### config.mk
export PLATFORM = sky130hd
export DESIGN_NAME = ex_muldiv_iter
export DESIGN_NICKNAME = d
export VERILOG_FILES = /design/src/rtl/ex_muldiv_iter.sv
export SDC_FILE = /design/constraint.sdc
export NUM_CORES = 1
export LEC_CHECK = 0
export BUFFER_PORTS_ARGS = -buffer_cell sky130_fd_sc_hd__buf_2
export CAP_MARGIN = 20
export CELL_PAD_IN_SITES_DETAIL_PLACEMENT = 0
export CELL_PAD_IN_SITES_GLOBAL_PLACEMENT = 1
export CORE_MARGIN = 1
export CORE_UTILIZATION = 40
export CTS_CLUSTER_SIZE = 10
export DETAILED_ROUTE_END_ITERATION = 6
export PLACE_DENSITY = 0.76
export SYNTH_ARGS = -nofsm -noshare
export SYNTH_HDL_FRONTEND = slang
export SYNTH_SLANG_ARGS = --single-unit
### constraint.sdc
create_clock -name clk -period 15.05 [get_ports clk]
set_clock_uncertainty 0.05 [all_clocks]
set_input_delay 0.7525 -clock clk [delete_from_list [all_inputs] [get_ports clk]]
set_output_delay 0.7525 -clock clk [all_outputs]
set_load 0.005 [all_outputs]
### src/rtl/ex_muldiv_iter.sv
// Execute-stage iterative RV32M divide/remainder unit with pipeline hold and one-cycle write enable.
// Optional EXM_MUL_EN macro adds MUL/MULH/MULHSU/MULHU using a single-cycle product.
module ex_muldiv_iter #(
  parameter int XLEN = 32
) (
  input  logic            clk,
  input  logic            rst,
  input  logic [31:0]     exm_instr_in,
  input  logic [4:0]      exm_write_addr_in,
  input  logic [XLEN-1:0] exm_op1_in,
  input  logic [XLEN-1:0] exm_op2_in,
  input  logic            exm_jump_flag_in,
  output logic            exm_hold_flag_out,
  output logic            exm_busy_out,
  output logic [XLEN-1:0] exm_result_out,
  output logic [4:0]      exm_write_addr_out,
  output logic            exm_wen_out
);

  localparam int CNT_W = $clog2(XLEN);
  localparam logic [CNT_W-1:0] LAST_STEP = CNT_W'(XLEN - 1);
  localparam logic [XLEN-1:0] MIN_NEG = {1'b1, {(XLEN-1){1'b0}}};

  typedef enum logic [1:0] {IDLE, CALC, DONE} state_t;

  state_t            state, state_next;
  logic [CNT_W-1:0]  counter_q;
  logic [XLEN-1:0]   dividend_q, divisor_q, quotient_q, remainder_q, result_q;
  logic [4:0]        write_addr_q;
  logic [2:0]        funct3_q;
  logic              q_neg_q, r_neg_q;

  logic [2:0]        funct3;
  logic              is_m, decode_ok, start, signed_op;
  logic              op1_neg, op2_neg, div_zero, overflow;
  logic [XLEN-1:0]   op1_abs, op2_abs;
  logic [XLEN:0]     rem_shift, rem_diff;
  logic              step_ge;
  logic [XLEN-1:0]   rem_step, quo_step, quo_signed, rem_signed, div_word;
  logic              mul_op;
  logic [XLEN-1:0]   mul_word;
  logic              instr_unused;

  assign funct3 = exm_instr_in[14:12];
  assign is_m   = (exm_instr_in[6:0] == 7'b0110011) && (exm_instr_in[31:25] == 7'b0000001);
`ifdef EXM_MUL_EN
  assign decode_ok = is_m;
`else
  assign decode_ok = is_m & funct3[2];
`endif

  // Reset and flush both veto a start so the stall request never leaks out of those cycles.
  assign start     = rst & (state == IDLE) & decode_ok & ~exm_jump_flag_in;
  assign signed_op = funct3[2] & ~funct3[0];
  assign op1_neg   = signed_op & exm_op1_in[XLEN-1];
  assign op2_neg   = signed_op & exm_op2_in[XLEN-1];
  assign op1_abs   = op1_neg ? -exm_op1_in : exm_op1_in;
  assign op2_abs   = op2_neg ? -exm_op2_in : exm_op2_in;
  assign div_zero  = (exm_op2_in == '0);
  assign overflow  = signed_op & (exm_op1_in == MIN_NEG) & (exm_op2_in == '1);

  // One restoring step; the extra top bit keeps the trial subtract exact for divisors above 2^(XLEN-1).
  assign rem_shift  = {remainder_q, dividend_q[XLEN-1]};
  assign rem_diff   = rem_shift - {1'b0, divisor_q};
  assign step_ge    = ~rem_diff[XLEN];
  assign rem_step   = step_ge ? rem_diff[XLEN-1:0] : rem_shift[XLEN-1:0];
  assign quo_step   = {quotient_q[XLEN-2:0], step_ge};
  assign quo_signed = q_neg_q ? -quo_step : quo_step;
  assign rem_signed = r_neg_q ? -rem_step : rem_step;
  assign div_word   = funct3_q[1] ? rem_signed : quo_signed;

`ifdef EXM_MUL_EN
  logic                   a_signed, b_signed;
  logic signed [XLEN:0]   mul_a, mul_b;
  logic signed [2*XLEN+1:0] prod_full;
  logic                   prod_unused;

  assign a_signed    = (funct3_q[1:0] != 2'b11);
  assign b_signed    = ~funct3_q[1];
  assign mul_a       = {a_signed & dividend_q[XLEN-1], dividend_q};
  assign mul_b       = {b_signed & divisor_q[XLEN-1], divisor_q};
  assign prod_full   = mul_a * mul_b;
  assign mul_op      = ~funct3_q[2];
  assign mul_word    = (funct3_q[1:0] == 2'b00) ? prod_full[XLEN-1:0] : prod_full[2*XLEN-1:XLEN];
  assign prod_unused = ^prod_full[2*XLEN+1:2*XLEN];
`else
  assign mul_op   = 1'b0;
  assign mul_word = '0;
`endif

  assign instr_unused = ^{exm_instr_in[24:15], exm_instr_in[11:7], funct3_q, quotient_q[XLEN-1]};

  // Next-state and handshake outputs; a flush overrides everything and returns to IDLE.
  always_comb begin
    state_next        = state;
    exm_hold_flag_out = 1'b0;
    exm_wen_out       = 1'b0;
    exm_busy_out      = (state != IDLE);
    case (state)
      IDLE: begin
        exm_hold_flag_out = start;
        if (start)
          state_next = (funct3[2] & (div_zero | overflow)) ? DONE : CALC;
      end
      CALC: begin
        exm_hold_flag_out = ~exm_jump_flag_in;
        if (mul_op || counter_q == LAST_STEP)
          state_next = DONE;
      end
      DONE: begin
        exm_wen_out = ~exm_jump_flag_in;
        state_next  = IDLE;
      end
      default: state_next = IDLE;
    endcase
    if (exm_jump_flag_in)
      state_next = IDLE;
  end

  // The signed result is captured on the edge into DONE so it is already registered during the wen cycle.
  always_ff @(posedge clk or negedge rst) begin
    if (!rst) begin
      state        <= IDLE;
      counter_q    <= '0;
      result_q     <= '0;
      write_addr_q <= '0;
      dividend_q   <= '0;
      divisor_q    <= '0;
      quotient_q   <= '0;
      remainder_q  <= '0;
      funct3_q     <= '0;
      q_neg_q      <= 1'b0;
      r_neg_q      <= 1'b0;
    end else begin
      state <= state_next;
      case (state)
        IDLE: begin
          if (start) begin
            funct3_q     <= funct3;
            write_addr_q <= exm_write_addr_in;
            counter_q    <= '0;
            quotient_q   <= '0;
            remainder_q  <= '0;
            if (funct3[2]) begin
              dividend_q <= op1_abs;
              divisor_q  <= op2_abs;
              q_neg_q    <= op1_neg ^ op2_neg;
              r_neg_q    <= op1_neg;
              if (div_zero)
                result_q <= funct3[1] ? exm_op1_in : '1;
              else if (overflow)
                result_q <= funct3[1] ? '0 : MIN_NEG;
            end else begin
              dividend_q <= exm_op1_in;
              divisor_q  <= exm_op2_in;
              q_neg_q    <= 1'b0;
              r_neg_q    <= 1'b0;
            end
          end
        end
        CALC: begin
          if (!exm_jump_flag_in) begin
            if (mul_op) begin
              result_q <= mul_word;
            end else begin
              dividend_q  <= {dividend_q[XLEN-2:0], 1'b0};
              remainder_q <= rem_step;
              quotient_q  <= quo_step;
              counter_q   <= counter_q + CNT_W'(1);
              if (counter_q == LAST_STEP)
                result_q <= div_word;
            end
          end
        end
        default: ;
      endcase
    end
  end

  assign exm_result_out     = result_q;
  assign exm_write_addr_out = write_addr_q;

endmodule

# == Yosys cells after proc, flatten, opt, wreduce, memory -nomap -nowiden ==
# Index checks and enable logic that the tools add are counted.
# totals
register_bits,175
word_cells,92
# classes
add_sub_neg,6
n_eq_ne,14
n_mux,37
bitwise_logic,15
n_reduce_logical,9
# op_table
cell,n
$mux W32,20
$pmux W32 S2,3
$neg A32 Y32,4
$eq A32 B32 Y1 const B,2
$pmux W31 S2,1
$sub A33 B32 Y33,1
$logic_not A32 Y1,1
$mux W31,1
$and A1 B1 Y1,10
$mux W5,2
$pmux W5 S2,1
$ne A3 B3 Y1 const B,3
$mux W2,4
$ne A2 B2 Y1 const B,4
$eq A7 B1 Y1 const B,1
$eq A7 B6 Y1 const B,1
$reduce_and A6 Y1,1
$add A5 B1 Y5 const B,1
$eq A5 B5 Y1 const B,1
$pmux W2 S2,1
$reduce_and A2 Y1,2
$reduce_bool A2 Y1,2
$mux W1,3
$not A1 Y1,3
8 further kinds,8

# == Depth between registers and ports, before layout ==
# Gate-level depths: netlist (run 1).
# depth
word_depth,10
mapped_depth,21
ltp_nobuf,19

# == Worst setup path after synthesis (run 1) ==
# Ideal clock, no wire load.
# synth_path
path_type,reg-to-reg
startpoint,register dividend_q[31]
endpoint,register result_q[30] (netlist: exm_result_out[30])
setup_ns,0.126
arrival_ns,4.879
t_required_ns,14.874
setup_slack_ns,9.995
path_stages_with_launch,22
n_path_buf,4
period_less_slack_ns,5.055
path_cell_list,dfrtp_1 inv_1 ha_1 fa_1 nand2b_1 a21bo_1 a211o_1 a21oi_2 nor3_2 nor2_8 buf_2 buf_1 buf_2 nand2_1 o21ai_0 ha_1 o21ai_0 or4_1 buf_2 nor2_2 mux2i_1 o32a_1
# synth_between
elab_chain_cells,8
# synth_lines
item,line_no,rtl
from (decl),28,"logic [XLEN-1:0] dividend_q, divisor_q, quotient_q, remainder_q, result_q;"
from (signal assigned),145,dividend_q <= op1_abs;
from (signal assigned),154,dividend_q <= exm_op1_in;
from (signal assigned),166,"dividend_q <= {dividend_q[XLEN-2:0], 1'b0};"
$sub A33 B32 Y33,64,"assign rem_diff = rem_shift - {1'b0, divisor_q};"
$mux W32 or $not A1 Y1 (tied branches),"66, 65",
$neg A32 Y32 (on tied branches),"69, 68",
$mux W32 (on tied branches),"69, 68",
$mux W32 (*),70,assign div_word = funct3_q[1] ? rem_signed : quo_signed;
$mux W32 (*),170,if (counter_q == LAST_STEP)
$mux W32 (*),162,if (!exm_jump_flag_in) begin
$pmux W32 S2 (*),136,case (state)
to (signal assigned),150,result_q <= funct3[1] ? exm_op1_in : '1;
to (signal assigned),164,result_q <= mul_word;
to (signal assigned),171,result_q <= div_word;
to (decl),28,
# Every way passes the cells marked *; elsewhere a longest branch is shown, timed or not. The select of a mux whose other input is x is not followed.
# A chain may end at the register's enable or synchronous reset.

# == Worst setup path after layout (run 1) ==
# layout_path
startpoint,register remainder_q[14]
endpoint,register result_q[30] (netlist: exm_result_out[30])
# layout_between
elab_chain_cells,8
# layout_lines
item,line_no,rtl
from (decl),28,
from (signal assigned),167,remainder_q <= rem_step;
$sub A33 B32 Y33,64,
$mux W32 or $not A1 Y1 (tied branches),"66, 65",
$neg A32 Y32 (on tied branches),"69, 68",
$mux W32 (on tied branches),"69, 68",
$mux W32 (*),70,
$mux W32 (*),170,
$mux W32 (*),162,
$pmux W32 S2 (*),136,
# Marks and branches as above.

==> results.py, run 1 <==
metrics = {
    "hold_path": {
        "hold_path_class": "input pin to asynchronous set/reset pin",
    },
    "power_and_ir_drop": {
        "powerDensity_nw_per_um2": 70.87,
        "clockPowerShare": 0.465,
        "comb_power_share": 0.079,
        "seq_power_share": 0.456,
        "p_switching_uw": 273.0,
        "internal_power_uw": 770.6,
        "ir_drop_uv": 76.96,
        "p_leak_uw": 0.006515,
        "switching_share": 0.2616,
    },
    "global_routing": {
        "grt_first_pass_wirelength_um": 65440,
        "grt_usage": 0.2500,
        "grt_pass1_vias": 11630,
        "grt_max_degree": 98,
        "antenna_found_initial": 0,
        "grt-ovfl-total": 0,
    },
    "clocking": {
        "cts_max_path_buffers": 2,
        "ctsHoldBuffers": 0,
        "cts-buffers-inserted": 17,
        "path_clk_slew_ps": 70,
        "ctsResizeCount": 0,
        "post-cts-setup-buffers": 0,
        "cts.htree.levels": 4,
        "worstSkewPairLatency_ps": 450,
        "tritoncts": "done",
        "cts_root_buffer": "clkbuf_16",
        "clkSinkCount": 174,
    },
    "final_layout": {
        "layout-drive-gt1-share": 0.1195,
        "n_fill_cell": 3368,
        "nNetsFinal": 1913,
        "regArea_um2": 4354,
        "instances_no_fill": 2224,
        "synthToLayoutAreaGrowth_pct": 12.03,
        "antenna_cells": 0,
        "multi_input_area_um2": 8178,
    },
    "synth": {
        "synth_top_family_by_area": "compound AO/OA/AOI/OAI gates",
        "synth_commonest_cells": "244 x nand2_1, 232 x o21ai_0, 174 x dfrtp_1",
        "synth_area_um2": 13140,
        "yosys-top-cells-area": "dfrtp_1 33%, o21ai_0 8.8%, nand2_1 7.0%, a21oi_1 5.6%, xnor2_1 4.9%",
        "synth-edff-count": 0,
        "yosysSeqAreaShare": 0.3313,
        "yosysWarnings": 0,
        "yosysUniqueCellTypes": 79,
        "syn_avg_cell_area_um2": 7.682,
        "ys_ff_latch": 174,
        "synth_adder_area_share": 0.03865,
        "ys.flop_type": "dfrtp_1",
        "yosys.area_share.simple": 0.2260,
        "synth.largest_area_cell": "dfrtp_1",
        "netlist_instances": 1711,
        "synth_xor_xnor_area_share": 0.08396,
        "syn_nets": 1855,
        "synth_compound_area_frac": 0.2444,
        "async_flop_share": 1.000,
        "synth.area.mux_share": 0.02637,
        "synthDominantCellAreaShare": 0.3313,
        "synth.most_common_cell": "nand2_1",
    },
    "detailed_routing": {
        "wirelength_um": 41510,
        "first_pass_iters": 5,
        "avgRoutedWirePerCell_um": 18.66,
        "drc_errors": 0,
        "antenna_left": 0,
        "drtIter0Drc": 1101,
        "viasPerCell": 5.673,
        "via_count": 12620,
    },
    "setup_path": {
        "worstReg2RegEnd": "exm_result_out[30]",
        "crit_buf_inv": 3,
        "r2r_start": "remainder_q[14]",
        "path_max_fanout": 36,
        "crit_path_end_kind": "register",
        "rr_worst_depth": 17,
        "crit_required_ps": 15330,
        "crit_arrival_ps": 6250,
        "cp_top_family": "simple AND/OR/NAND/NOR gates",
        "crit_path_top_delay_cell": "or4_1",
        "crit_path_cell_trace": "ha_1 -> nand2_1 -> or3_1 -> a211o_1 -> a21oi_2 -> nor3_2 -> buf_4 -> nor2_8 -> inv_2 -> a21oi_1 -> ha_1 -> o21ai_0 -> buf_4 -> or4_1 -> nor2_2 -> mux2i_1 -> o32a_1",
        "cp-start-kind": "register",
        "path_class": "register to register",
        "reg2reg_slack_ps": 9080,
        "cpPeakStageDelay_ps": 660,
        "crit_cells": 17,
    },
    "timing": {
        "tightestPinTransition_ps": 1108,
        "finalSetupTns_ps": 0,
        "fmax_mhz": 167.4,
        "max_slew_margin": 0.2515,
        "finalCritPeriodShare": 0.3970,
        "layout_min_cycle_time_ps": 5975,
        "finalHoldViolCount": 0,
        "rsz0062_at_grt": "false",
        "slew_viol_final": 0,
        "setup_viol": 0,
    },
    "floorplan": {
        "ios": 144,
        "initial_core_util": 0.4050,
        "die_area_um2": 33590,
        "core_um2": 32450,
        "die_h_um": 183.3,
        "die_x_um": 183.3,
        "rows": 66,
    },
    "placement": {
        "finalWeightedCongestion": 0.9074,
        "portBuffers": 128,
        "dp_cells": 2192,
        "dpl.hpwl_um": 30680,
    },
    "run": {
        "cap_violations": 0,
    },
    "run_status": {
        "status": "finished, final reports clean",
    },
}
routing by layer:
layer	GRT usage	share of wire	vias to the layer above
met5	0	0	-
met1	0.3483	0.47	6028
met4	0.07467	0.024	0
met3	0.03257	0.044	56
li1	-	-	6218
met2	0.4027	0.46	315
sequential cells by signal (all words and copies together), names as in the netlist:
| signal | count |
|---|---|
| dividend_q | 32 |
| divisor_q | 32 |
| exm_result_out | 32 |
| remainder_q | 32 |
| quotient_q | 31 |
| counter_q | 5 |
| exm_write_addr_out | 5 |
| state | 2 |
| funct3_q | 1 |
| q_neg_q | 1 |
| r_neg_q | 1 |
worst reg2reg max path: cells and delay by family, from the launching register on:
kind,cells,cell delay [ps]
multiplexers,1,120
adder cells (fa/ha/maj),2,810
AO/OA/AOI/OAI,5,1430
buffers and inverters,3,840
flip-flops,1,450
AND/OR/NAND/NOR,6,2160
cells in the final DEF (no fill, tap or decap), drive strengths merged, types with 34 or more instances in the layout:
cell / synthesis / final
xnor2: 74 / 74
nor2: 139 / 139
buf: 19 / 146
nand3: 50 / 50
o21ai: 235 / 235
a21oi: 147 / 147
xor2: 52 / 52
dfrtp: 174 / 174
nor3: 34 / 34
ha: 39 / 39
nand2: 244 / 244
inv: 58 / 65
power by group through the flow:
stage	clock network (uW)	logic [uW]	registers [uW]
after floorplan	0	40.0	484
after global placement	0	81.6	485
after detailed placement	0	82.9	485
after CTS	495	83.2	476
after global routing	514	92.5	477
final	485	82.1	476
area by class of cell:
class | instances | area share
sequential | 174 | 0.2957
multi-input combinational | 1369 | 0.5554
clock buffer | 17 | 0.02889
tap | 442 | 0.03756
clock inverter | 15 | 0.01343
timing repair buffer | 147 | 0.05379
inverter | 60 | 0.01529
metrics by stage:
| stage | utilization | setup slack, ps | cell area, um^2 | hold slack (ps) | total power [uW] |
|---|---|---|---|---|---|
| global placement | 0.4345 | 9195 | 14100 | 408.8 | 566.8 |
| floorplan | - | 9995 | 13140 | 399.8 | 524.5 |
| global route | 0.4537 | 8710 | 14730 | 328.5 | 1083 |
| detailed placement | 0.4345 | 9167 | 14100 | 407.3 | 568.1 |
| CTS | 0.4537 | 9134 | 14730 | 313.9 | 1054 |
| finish | 0.4537 | 9075 | 14730 | 278.5 | 1044 |
kinds of logic (layout without fill, tap and decap cells):
group / Yosys count / after routing
simple gates: 626 / 626
compound gates: 543 / 543
flops: 174 / 174
buf+inv: 168 / 239
xor+xnor: 126 / 126
fa+ha+maj: 40 / 40
mux: 34 / 34
worst max path at each step:
| stage | startpoint | endpoint |
|---|---|---|
| after floorplan | dividend_q[31] | exm_result_out[30] |
| after global placement | remainder_q[14] | exm_result_out[30] |
| after detailed placement | remainder_q[14] | exm_result_out[30] |
| after CTS | remainder_q[14] | exm_result_out[30] |
| after global routing | remainder_q[17] | exm_result_out[30] |
| final | remainder_q[14] | exm_result_out[30] |
No activity file was read; power rests on OpenSTA's default activity.
==> inputs of run 2 (changes only) <==
==> constraint.sdc (replaced) <==
create_clock -name clk -period 5.65 [get_ports clk]
set_clock_uncertainty 0.05 [all_clocks]
set_input_delay 0.2825 -clock clk [delete_from_list [all_inputs] [get_ports clk]]
set_output_delay 0.2825 -clock clk [all_outputs]
set_load 0.005 [all_outputs]
==> run 2 against run 1 <==
Largest power group unchanged; worst hold slack worse by 250 ps; non-clock buffer count increased by 17; die area is the same; register-to-register slack got worse by 8300 ps; critical path type unchanged; count of clock-buffer cells in the layout unchanged.
==> results.py, run 2 (same netlist as run 1, synthesis figures left out) <==
metrics = {
    "clocking": {
        "tritoncts": "done",
        "worstSkewPairLatency_ps": 450,
        "post-cts-setup-buffers": 0,
        "clkSinkCount": 174,
        "cts_max_path_buffers": 2,
        "cts_root_buffer": "clkbuf_16",
        "cts-buffers-inserted": 17,
        "path_clk_slew_ps": 70,
        "cts.htree.levels": 4,
    },
    "timing": {
        "finalWorstSetupSlack_ps": 769.5,
        "finalHoldViolCount": 0,
        "finalSetupTns_ps": 0,
        "hold_ws_ps": 24.07,
        "max_slew_margin": 0.2322,
        "fmax_mhz": 204.9,
        "layout_min_cycle_time_ps": 4880,
        "rsz0062_at_grt": "false",
        "setup_viol": 0,
        "tightestPinTransition_ps": 1137,
        "slew_viol_final": 0,
        "finalCritPeriodShare": 0.8638,
    },
    "global_routing": {
        "grt_pass1_vias": 11760,
        "grt_first_pass_wirelength_um": 65820,
        "antenna_found_initial": 2,
        "grt-ovfl-total": 0,
        "grt_usage": 0.2524,
        "grt_max_degree": 82,
    },
    "floorplan": {
        "die_h_um": 183.3,
        "core_um2": 32450,
        "ios": 144,
        "rows": 66,
        "die_area_um2": 33590,
        "die_x_um": 183.3,
        "initial_core_util": 0.4050,
    },
    "final_layout": {
        "layout_common_cells": "244 x nand2_1, 232 x o21ai_0, 174 x dfrtp_1",
        "layout-drive-gt1-share": 0.1245,
        "nNetsFinal": 1930,
        "synthToLayoutAreaGrowth_pct": 13.16,
        "fin_util": 0.4583,
        "n_fill_cell": 3297,
        "final_common_cell": "nand2_1",
    },
    "power_and_ir_drop": {
        "p_leak_uw": 0.006597,
        "powerDensity_nw_per_um2": 187.3,
        "ir_drop_uv": 221.6,
    },
    "detailed_routing": {
        "viasPerCell": 5.639,
        "via_count": 12640,
        "drc_errors": 0,
        "avgRoutedWirePerCell_um": 18.57,
        "drtIter0Drc": 1026,
        "antenna_left": 0,
        "wirelength_um": 41640,
        "first_pass_iters": 5,
    },
    "run": {
        "cap_violations": 0,
    },
    "setup_path": {
        "crit_path_end_kind": "register",
        "crit_required_ps": 5940,
        "path_class": "register to register",
        "cp-start-kind": "register",
        "crit_arrival_ps": 5170,
        "path_max_fanout": 10,
    },
    "placement": {
        "portBuffers": 128,
        "dpl.hpwl_um": 31240,
        "finalWeightedCongestion": 0.8960,
        "dp_slack_ps": 865.7,
    },
    "hold_path": {
        "hold_path_class": "input pin to register",
    },
    "run_status": {
        "status": "finished, final reports clean",
    },
}
[run 2: cell count changes in the layout (fill, tap and decap cells not counted), sizes merged]
| cell | before | now |
|---|---|---|
| buf | 146 | 157 |
| dlygate4sd3 | 0 | 6 |
| clkinv | 3 | 4 |
| diode | 0 | 1 |
| inv | 65 | 66 |
| clkinvlp | 4 | 2 |
[run 2: per-layer routing]
| metal | wire (um) | track usage | vias to the layer above |
|---|---|---|---|
| met3 | 2200 | 0.04706 | 45 |
| met2 | 19060 | 0.4020 | 292 |
| met1 | 19490 | 0.3462 | 6044 |
| met4 | 895 | 0.07600 | 0 |
| li1 | - | - | 6262 |
| met5 | 0 | 0 | - |
[run 2: power breakdown]
part	total [uW]	internal, uW	switching (uW)	leakage, uW
sequential	1270	1260	8.73	0.00232
combinational	222	85.1	137	0.00397
clock	1300	714	582	0.000301
[run 2: cell type report]
class,instances,area [um^2],share of cell area
Timing Repair Buffer,164,934.6,0.06284
Multi-Input combinational cell,1369,8178,0.5498
Tap cell,442,553.0,0.03718
Inverter,60,225.2,0.01514
Clock inverter,15,200.2,0.01346
Clock buffer,17,425.4,0.02860
Antenna cell,1,2.502,0.0001683
Sequential cell,174,4354,0.2928
[run 2: path summary, 6_finish.rpt]
path                                  startpoint                     to  slack [ps]  cells past startpoint
setup / recovery                 remainder_q[17]     exm_result_out[30]         770                     14
setup reg to reg                 remainder_q[17]     exm_result_out[30]         770                     14
min in group asynchronous                    rst          divisor_q[29]         400                      2
max in group asynchronous                    rst         dividend_q[29]        3970                      3
hold / removal                  exm_jump_flag_in               state[0]          20                      2
hold reg to reg            exm_write_addr_out[0]  exm_write_addr_out[0]         430                      2
[run 2: timing repair]
item | 4_1_cts | 5_1_grt
setup endpoints to repair | 0 | 0
resized for setup | 0 | 0
endpoints found under the hold margin | 79 | 0
hold buffers | 6 | 0
[run 2: metrics by stage]
stage / std cells / area [um^2] / power (uW)
floorplan: 1711 / 13140 / 1397
global placement: 2203 / 14180 / 1511
detailed placement: 2203 / 14180 / 1514
CTS: 2241 / 14870 / 2811
global route: 2242 / 14870 / 2893
finish: 2242 / 14870 / 2786
[run 2: worst max-delay path, cell delays in order, from the launching register on]
cell and delay, ps:
dfrtp_1 420, ha_1 470, nand2_1 120, o21ai_1 400, a211oi_1 140, o31ai_1 550
o21a_1 340, nor2_8 80, o21ai_0 350, ha_1 270, o21ai_0 150, or4_1 710
nor2_2 260, mux2i_1 110, o32a_1 350
